$ cat src/rtl/fifo_pkg.sv
// Shared definitions for the async FIFO read and write sides.
// Contents:
//   PKG_DATA_WIDTH / PKG_ADDR_WIDTH - default word width and memory address width
//   FIFO_DEPTH                      - number of memory entries (1 << PKG_ADDR_WIDTH)
//   ptr_t                           - binary/Gray pointer type, one bit wider than the address
//   bin2gray                        - binary to reflected Gray conversion
package fifo_pkg;
  localparam int unsigned PKG_DATA_WIDTH = 8;
  localparam int unsigned PKG_ADDR_WIDTH = 4;
  localparam int unsigned FIFO_DEPTH     = 1 << PKG_ADDR_WIDTH;

  typedef logic [PKG_ADDR_WIDTH:0] ptr_t;

  function automatic ptr_t bin2gray(input ptr_t b);
    return (b >> 1) ^ b;
  endfunction
endpackage

$ cat src/rtl/fifo_rd_stream_if.sv
// Valid/ready output stream of the FIFO read side.
// Signals:
//   m_valid - word available (producer -> consumer)
//   m_data  - word, stable while m_valid && !m_ready
//   m_ready - consumer accepts m_data this cycle
// Modports: master (producer side), slave (consumer side).
interface fifo_rd_stream_if #(
  parameter int unsigned DATA_WIDTH = 8
);
  logic                  m_valid;
  logic [DATA_WIDTH-1:0] m_data;
  logic                  m_ready;

  modport master (output m_valid, output m_data, input  m_ready);
  modport slave  (input  m_valid, input  m_data, output m_ready);
endinterface

$ cat src/rtl/fifo_skid2.sv
// Two-entry output buffer that turns memory read returns into a valid/ready stream.
// Ports:
//   rclk, rrst - clock and asynchronous active-high reset
//   in_valid   - a memory read word arrives this cycle (never refused)
//   in_data    - the arriving word
//   m          - output stream (master modport); head entry drives m_data
//   cnt        - number of buffered words (0..2), used by the issue rule upstream
module fifo_skid2
  import fifo_pkg::*;
#(
  parameter int unsigned DATA_WIDTH = PKG_DATA_WIDTH
) (
  input  logic                  rclk,
  input  logic                  rrst,
  input  logic                  in_valid,
  input  logic [DATA_WIDTH-1:0] in_data,
  fifo_rd_stream_if.master      m,
  output logic [1:0]            cnt
);

  logic [1:0]            r_cnt;
  logic [DATA_WIDTH-1:0] r_head;
  logic [DATA_WIDTH-1:0] r_tail;
  logic                  w_pop;

  assign w_pop = m.m_valid && m.m_ready;

  always_ff @(posedge rclk or posedge rrst) begin
    if (rrst) begin
      r_cnt  <= '0;
      r_head <= '0;
      r_tail <= '0;
    end else begin
      unique case ({in_valid, w_pop})
        2'b10: begin
          if (r_cnt == 2'd0) r_head <= in_data;
          else               r_tail <= in_data;
          r_cnt <= r_cnt + 2'd1;
        end
        2'b01: begin
          r_head <= r_tail;
          r_cnt  <= r_cnt - 2'd1;
        end
        2'b11: begin
          // Push and pop together: count holds, the arriving word goes behind
          // whatever remains after the head leaves.
          if (r_cnt == 2'd2) begin
            r_head <= r_tail;
            r_tail <= in_data;
          end else begin
            r_head <= in_data;
          end
        end
        default: ;
      endcase
    end
  end

  assign m.m_valid = (r_cnt != 2'd0);
  assign m.m_data  = r_head;
  assign cnt       = r_cnt;

endmodule

$ cat src/rtl/fifo_rd_stream.sv
// Read-side controller of the async FIFO (rclk domain).
// Owns the read binary/Gray pointers and the registered empty flag, drives the
// memory read port and hides the memory's one-cycle read latency behind a
// two-entry output buffer, sustaining one word per cycle.
// Ports:
//   rclk, rrst - read clock and asynchronous active-high reset
//   rq2_wptr   - write Gray pointer, already synchronized into rclk
//   mem_rdata  - registered memory read data, valid the cycle after a read issue
//   rclken     - memory read enable (read issued this cycle)
//   raddr      - memory read address
//   rempty     - registered empty flag
//   rptr       - read Gray pointer for the write-domain synchronizer
//   m          - output valid/ready stream (master modport)
module fifo_rd_stream
  import fifo_pkg::*;
#(
  parameter int unsigned DATA_WIDTH = PKG_DATA_WIDTH,
  parameter int unsigned ADDR_WIDTH = PKG_ADDR_WIDTH
) (
  input  logic                  rclk,
  input  logic                  rrst,
  input  logic [ADDR_WIDTH:0]   rq2_wptr,
  input  logic [DATA_WIDTH-1:0] mem_rdata,
  output logic                  rclken,
  output logic [ADDR_WIDTH-1:0] raddr,
  output logic                  rempty,
  output logic [ADDR_WIDTH:0]   rptr,
  fifo_rd_stream_if.master      m
);

  logic [ADDR_WIDTH:0] r_rbin;
  logic [ADDR_WIDTH:0] r_rptr;
  logic                r_rempty;
  logic                r_inflight;

  logic [1:0]          w_cnt;
  logic                w_pop;
  logic [2:0]          w_occ;
  logic                w_issue;
  logic [ADDR_WIDTH:0] w_rbin_next;
  logic [ADDR_WIDTH:0] w_rgray_next;

  assign w_pop = m.m_valid && m.m_ready;

  // Occupancy after this cycle's pop, counting the word still in the memory
  // pipeline; keeping it below 2 guarantees every returning word has a slot.
  always_comb begin
    w_occ        = {1'b0, w_cnt} + {2'b00, r_inflight} - {2'b00, w_pop};
    w_issue      = !r_rempty && (w_occ < 3'd2);
    w_rbin_next  = r_rbin + {{ADDR_WIDTH{1'b0}}, w_issue};
    w_rgray_next = bin2gray(w_rbin_next);
  end

  always_ff @(posedge rclk or posedge rrst) begin
    if (rrst) begin
      r_rbin     <= '0;
      r_rptr     <= '0;
      r_rempty   <= 1'b1;
      r_inflight <= 1'b0;
    end else begin
      r_rbin     <= w_rbin_next;
      r_rptr     <= w_rgray_next;
      r_rempty   <= (w_rgray_next == rq2_wptr);
      r_inflight <= w_issue;
    end
  end

  assign rclken = w_issue;
  assign raddr  = r_rbin[ADDR_WIDTH-1:0];
  assign rempty = r_rempty;
  assign rptr   = r_rptr;

  fifo_skid2 #(
    .DATA_WIDTH (DATA_WIDTH)
  ) u_skid (
    .rclk     (rclk),
    .rrst     (rrst),
    .in_valid (r_inflight),
    .in_data  (mem_rdata),
    .m        (m),
    .cnt      (w_cnt)
  );

endmodule

$ cat src/flat_wrapper.sv
// flat-port wrapper written by rule: the top's interface ports become plain ports
module fifo_rd_stream_flat import fifo_pkg::*;
#(
  parameter int unsigned DATA_WIDTH = PKG_DATA_WIDTH,
  parameter int unsigned ADDR_WIDTH = PKG_ADDR_WIDTH
)
  (rclk, rrst, rq2_wptr, mem_rdata, rclken, raddr, rempty, rptr, m_m_valid, m_m_data, m_m_ready);
  fifo_rd_stream_if #(.DATA_WIDTH(DATA_WIDTH)) m_i ();
  input  logic rclk;
  input  logic rrst;
  input  logic [ADDR_WIDTH:0] rq2_wptr;
  input  logic [DATA_WIDTH-1:0] mem_rdata;
  output logic rclken;
  output logic [ADDR_WIDTH-1:0] raddr;
  output logic rempty;
  output logic [ADDR_WIDTH:0] rptr;
  output wire logic [$bits(m_i.m_valid)-1:0] m_m_valid;
  output wire logic [$bits(m_i.m_data)-1:0] m_m_data;
  input wire logic [$bits(m_i.m_ready)-1:0] m_m_ready;
  assign m_m_valid = m_i.m_valid;
  assign m_m_data = m_i.m_data;
  assign m_i.m_ready = m_m_ready;
  fifo_rd_stream #(.DATA_WIDTH(DATA_WIDTH), .ADDR_WIDTH(ADDR_WIDTH)) u_core (.rclk(rclk), .rrst(rrst), .rq2_wptr(rq2_wptr), .mem_rdata(mem_rdata), .rclken(rclken), .raddr(raddr), .rempty(rempty), .rptr(rptr), .m(m_i));
endmodule
$ cat config.mk
export PLATFORM = sky130hd
export DESIGN_NAME = fifo_rd_stream_flat
export DESIGN_NICKNAME = d
export VERILOG_FILES = /design/src/rtl/fifo_pkg.sv /design/src/rtl/fifo_rd_stream_if.sv /design/src/rtl/fifo_skid2.sv /design/src/rtl/fifo_rd_stream.sv /design/src/flat_wrapper.sv
export SDC_FILE = /design/constraint.sdc
export NUM_CORES = 1
export LEC_CHECK = 0
export ABC_AREA = 1
export CAP_MARGIN = 40
export CELL_PAD_IN_SITES_DETAIL_PLACEMENT = 0
export CELL_PAD_IN_SITES_GLOBAL_PLACEMENT = 1
export CORE_AREA = 5 5 75 77
export DETAILED_ROUTE_END_ITERATION = 8
export DIE_AREA = 0 0 80 82
export PLACE_DENSITY_LB_ADDON = 0.1
export SLEW_MARGIN = 5
export SYNTH_ARGS = -nofsm -noshare
export SYNTH_HDL_FRONTEND = slang
export SYNTH_SLANG_ARGS = --single-unit
$ cat constraint.sdc
create_clock -name rclk -period 2.95 [get_ports rclk]
set_input_delay 0.59 -clock rclk [delete_from_list [all_inputs] [get_ports rclk]]
set_output_delay 0.59 -clock rclk [all_outputs]
set_load 0.005 [all_outputs]
==> metrics.md <==
| Metric | Value |
|---|---|
| I/O Buffers | 35 |
| Crit. path cell count | 21 |
| Routed vias/inst | 4.35 |
| Worst hold path depth | 2 |
| Post-synth ARST share | 100% |
| Cell-internal power | around 2.1 mW |
| Prevailing post-synth register cell | dfrtp_1 |
| Mapped cell area | 0.00151 mm2 |
| GPL Wtd Cong | 0.812 |
| Num rows | 26 |
| Skew final | 0.00828 ns |
| VDD IR max | ~0.0010 V |
| Leak | between 1 and 1.5 nW |
| Final Power | about 3.4 mW |
| Power per cell area | 1420 mW/mm2 |
| Buffers & Inverters on Critical Path | 9 |
| Finished Cell Area | 0.00241 mm2 |
| CP required | 3.14 ns |
| Area leader, netlist | dfrtp_1 |
| Reg2reg setup slack | 0.006 ns |
| Cts-stage hold buffer count | 0 |
| Power share of the clock group | 9.5% |
| Area growth, synth to finish | 59.6% |
| Most frequent cells after synthesis | 61 x nand2_1, 35 x inv_1, 28 x dfrtp_1, 15 x nand3_1 |
| Final min period | 2.94 ns |
| Startpoint Class | flop |
| Critical path class | reg2reg |
| CP max stage delay | 0.42 ns |
| DRC Markers | 0 |
| Overflow after GRT | 0 |
| Final Hold Viols | 0 |
| Cell variety after synth | 22 |
| Clock tree buffer depth | 2 |
| Top-count cell post-synth | nand2_1 |
| CTS buffer count | 5 |
| Vias | about 1400 |
| Number of synthesized flops with an enable pin | 0 |
| Final wirelength | 4050 um |
| Wire per inst | ~12 um |
| Reg2Reg Launch Point | u_core.u_skid.cnt[1]$_DFFE_PP0N_ |
| Die X | 80 um |
| Worst slew pin tran | ~0.66 ns |
| Post-DP HPWL | ~2900 um |
| First-pass GRT wire length | about 6800 um |
| Ant. Diodes | 0 |
| Sw Share | 39.8% |
| Period Utilization, post-route | 99.8% |
| Initial antenna violation count | 0 |
| H-tree depth | 2 |
| CP max stage cell | dfrtp_2 |
| # IOs | 36 |
| Dpl cells | 310 |
| Floorplan core area | approximately 0.005 mm2 |
| Combinational share of power | 68.6% |
| Final Max Tran Viols | 0 |
| YS warnings | 0 |
| Number of iterations in the first detailed-routing pass | 4 |
| Hold Crit Start | u_core.u_skid.m.m_data[6]$_DFFE_PP0P_ |
| Unrepaired setup endpoints after global routing | true |
| Total Die Area | 0.00656 mm2 |
| Mapped Nets | between 200 and 250 |
| Setup Viol. Count Final | 0 |
| Synthesized netlist cell count | between 150 and 200 |
| Sequential share of power | 21.9% |
| CP cell instances | nor2_4 -> inv_2 -> nand2_4 -> inv_4 -> ha_4 -> inv_4 -> nand2_4 -> fa_2 -> xnor2_2 -> nand2_2 -> nor2_4 -> buf_6 -> ha_4 -> ha_4 -> inv_4 -> nand2_4 -> nand2_2 -> buf_4 -> buf_4 -> buf_4 -> buf_4 |
| Synth Area per Inst | slightly above 8 um2 |
| Crit path DAT | around 3.1 ns |
| Post-synthesis sequential area ratio | 48.1% |
| Final net count | 280 |
| FMAX | 340 MHz |
| Clock Root Buffer | clkbuf_8 |
| CTS sink cnt | 29 |
| Starting Density | 30.6% |
| R2R cell count | 21 |
| Slew HR | 55.8% |
| Count of state elements after synthesis | 29 |
| Worst min path class | reg2reg |
| Status | completed |
| Net Switching | 1.36 mW |
| Final std cells w/o fill | 328 |
| Final core utilization | 48.8% |
| Die Height | 82 um |
| Top cells by area, synth | dfrtp_1 46%, nand2_1 15%, inv_1 8.7% |
| Vias in the first global route | 1437 |
| Maxcap violations | 0 |
| Crit. End Element | flop |
| Detail Route Antenna Nets | 0 |
| Initial detailed-routing violation count | 89 |
| Largest net degree at the start of global routing | 18 |
| CTS tree | yes |
| Critical path's top delay family | adder cells |
| Hold path endpoint | u_core.u_skid.m.m_data[6]$_DFFE_PP0P_ |
| Cell mode on critical path | buf_4 |
| Placed inst area | ~0.0022 mm2 |
| Clk Latency, worst-skew pair | between 0.2 and 0.3 ns |
| R2R Path End | u_core.rptr[0]$_DFF_PP0_ |
| Worst-path clk slew | roughly 0.070 ns |
| Share of layout cells above drive strength 1 | between 30% and 40% |
| Critical path peak fanout | 3 |
| Yosys top cell area share | 46.4% |
| Total global-route track usage | approximately 14% |
## power groups by stage
stage | Sequential [mW] | Combinational, mW | Clock (mW)
4_1_cts | 0.744 | 2.06 | 0.338
2_1_floorplan | 0.747 | 0.950 | 0
3_5_place_dp | 0.749 | 1.78 | 0
3_3_place_gp | 0.742 | 1.74 | 0
6_report | 0.749 | 2.34 | 0.324
5_1_grt | 0.776 | 2.58 | 0.355
## area by class of cell
type / instances / area [um2]
multi-input cells: 118 / 783
clock buffers: 6 / 72.6
repair buffers: 66 / 584
inverters: 37 / 146
well taps: 70 / 87.6
clock inverters: 2 / 10.0
fillers: 479 / 2530
flip-flops and latches: 29 / 728
## kinds of logic after synthesis
family	share of synthesized area, %
adders and majority gates	6.29
xor gates and xnor gates	1.16
DFF	48.1
buffers and inverters	9.69
and+or+nand+nor	24.9
AOI/OAI and AO/OA	9.85
## worst max-delay path by stage
| stage | start | to | slack (ns) |
|---|---|---|---|
| 2_1_floorplan | u_core.u_skid.cnt[1]$_DFFE_PP0N_ | u_core.rempty$_DFF_PP1_ | 0.009 |
| 3_3_place_gp | m_m_ready | u_core.rempty$_DFF_PP1_ | -0.51 |
| 3_5_place_dp | m_m_ready | u_core.rempty$_DFF_PP1_ | -0.54 |
| 4_1_cts | u_core.u_skid.cnt[0]$_DFFE_PP0N_ | rclken | 0.0006 |
| 5_1_grt | u_core.u_skid.cnt[1]$_DFFE_PP0N_ | u_core.rptr[0]$_DFF_PP0_ | -0.13 |
| 6_report | u_core.u_skid.cnt[1]$_DFFE_PP0N_ | u_core.rptr[0]$_DFF_PP0_ | 0.006 |
## repair_timing
action,in CTS,in global routing
endpoints found under the setup margin,5,5
resized for setup,6,30
setup buffers,6,4
pin swaps,7,19
## state kept, by name, indices dropped and copies added, names as in the netlist
register	count
u_core.r_inflight	1
u_core.r_rbin	5
u_core.rempty	1
u_core.rptr	4
u_core.u_skid.cnt	2
u_core.u_skid.m.m_data	8
u_core.u_skid.r_tail	8
## through the flow
stage	TNS, ns	worst slack [ns]	hold slack (ns)
4_1_cts	0	0.000633	0.482
2_1_floorplan	0	0.00914	0.472
3_5_place_dp	-2.84	-0.544	0.465
6_report	0	0.00574	0.479
5_1_grt	-0.254	-0.127	0.512
3_3_place_gp	-2.52	-0.510	0.467
## layout by cell type, fill, tap and decap left out, types with 2 or more instances in the layout
cell type / netlist / routed
buf_4: 1 / 29
buf_6: 0 / 2
clkbuf_8: 0 / 5
clkdlybuf4s50_1: 0 / 33
clkinv_2: 0 / 2
dfrtp_1: 28 / 27
ha_1: 6 / 3
ha_4: 0 / 3
inv_1: 35 / 30
inv_2: 2 / 4
inv_4: 0 / 3
nand2_1: 61 / 47
nand2_2: 3 / 12
nand2_4: 0 / 5
nand3_1: 15 / 10
nand3_2: 1 / 6
nand4_1: 3 / 3
nor2_1: 3 / 2
nor2_4: 0 / 2
o21ai_0: 8 / 8
o21ai_4: 2 / 2
o22ai_1: 8 / 8
## worst reg2reg max path, delay by kind of cell, from the launching register on
family        cells  cell delay [ns]
buf+inv           9             0.81
xor+xnor          1             0.14
flops             1             0.42
simple gates      7             0.46
fa+ha+maj         4             1.02
## routing by layer
layer | wire [um] | vias up | GRT usage, % | share of wire, %
met5 | 0 | - | 0 | 0
met4 | 70 | 0 | 5.57 | 1.7
met3 | 253 | 8 | 4.50 | 6.2
met2 | 1920 | 31 | 21.5 | 47
met1 | 1810 | 666 | 17.2 | 45
li1 | - | 722 | - | -
(Power assumes the default switching activity.)
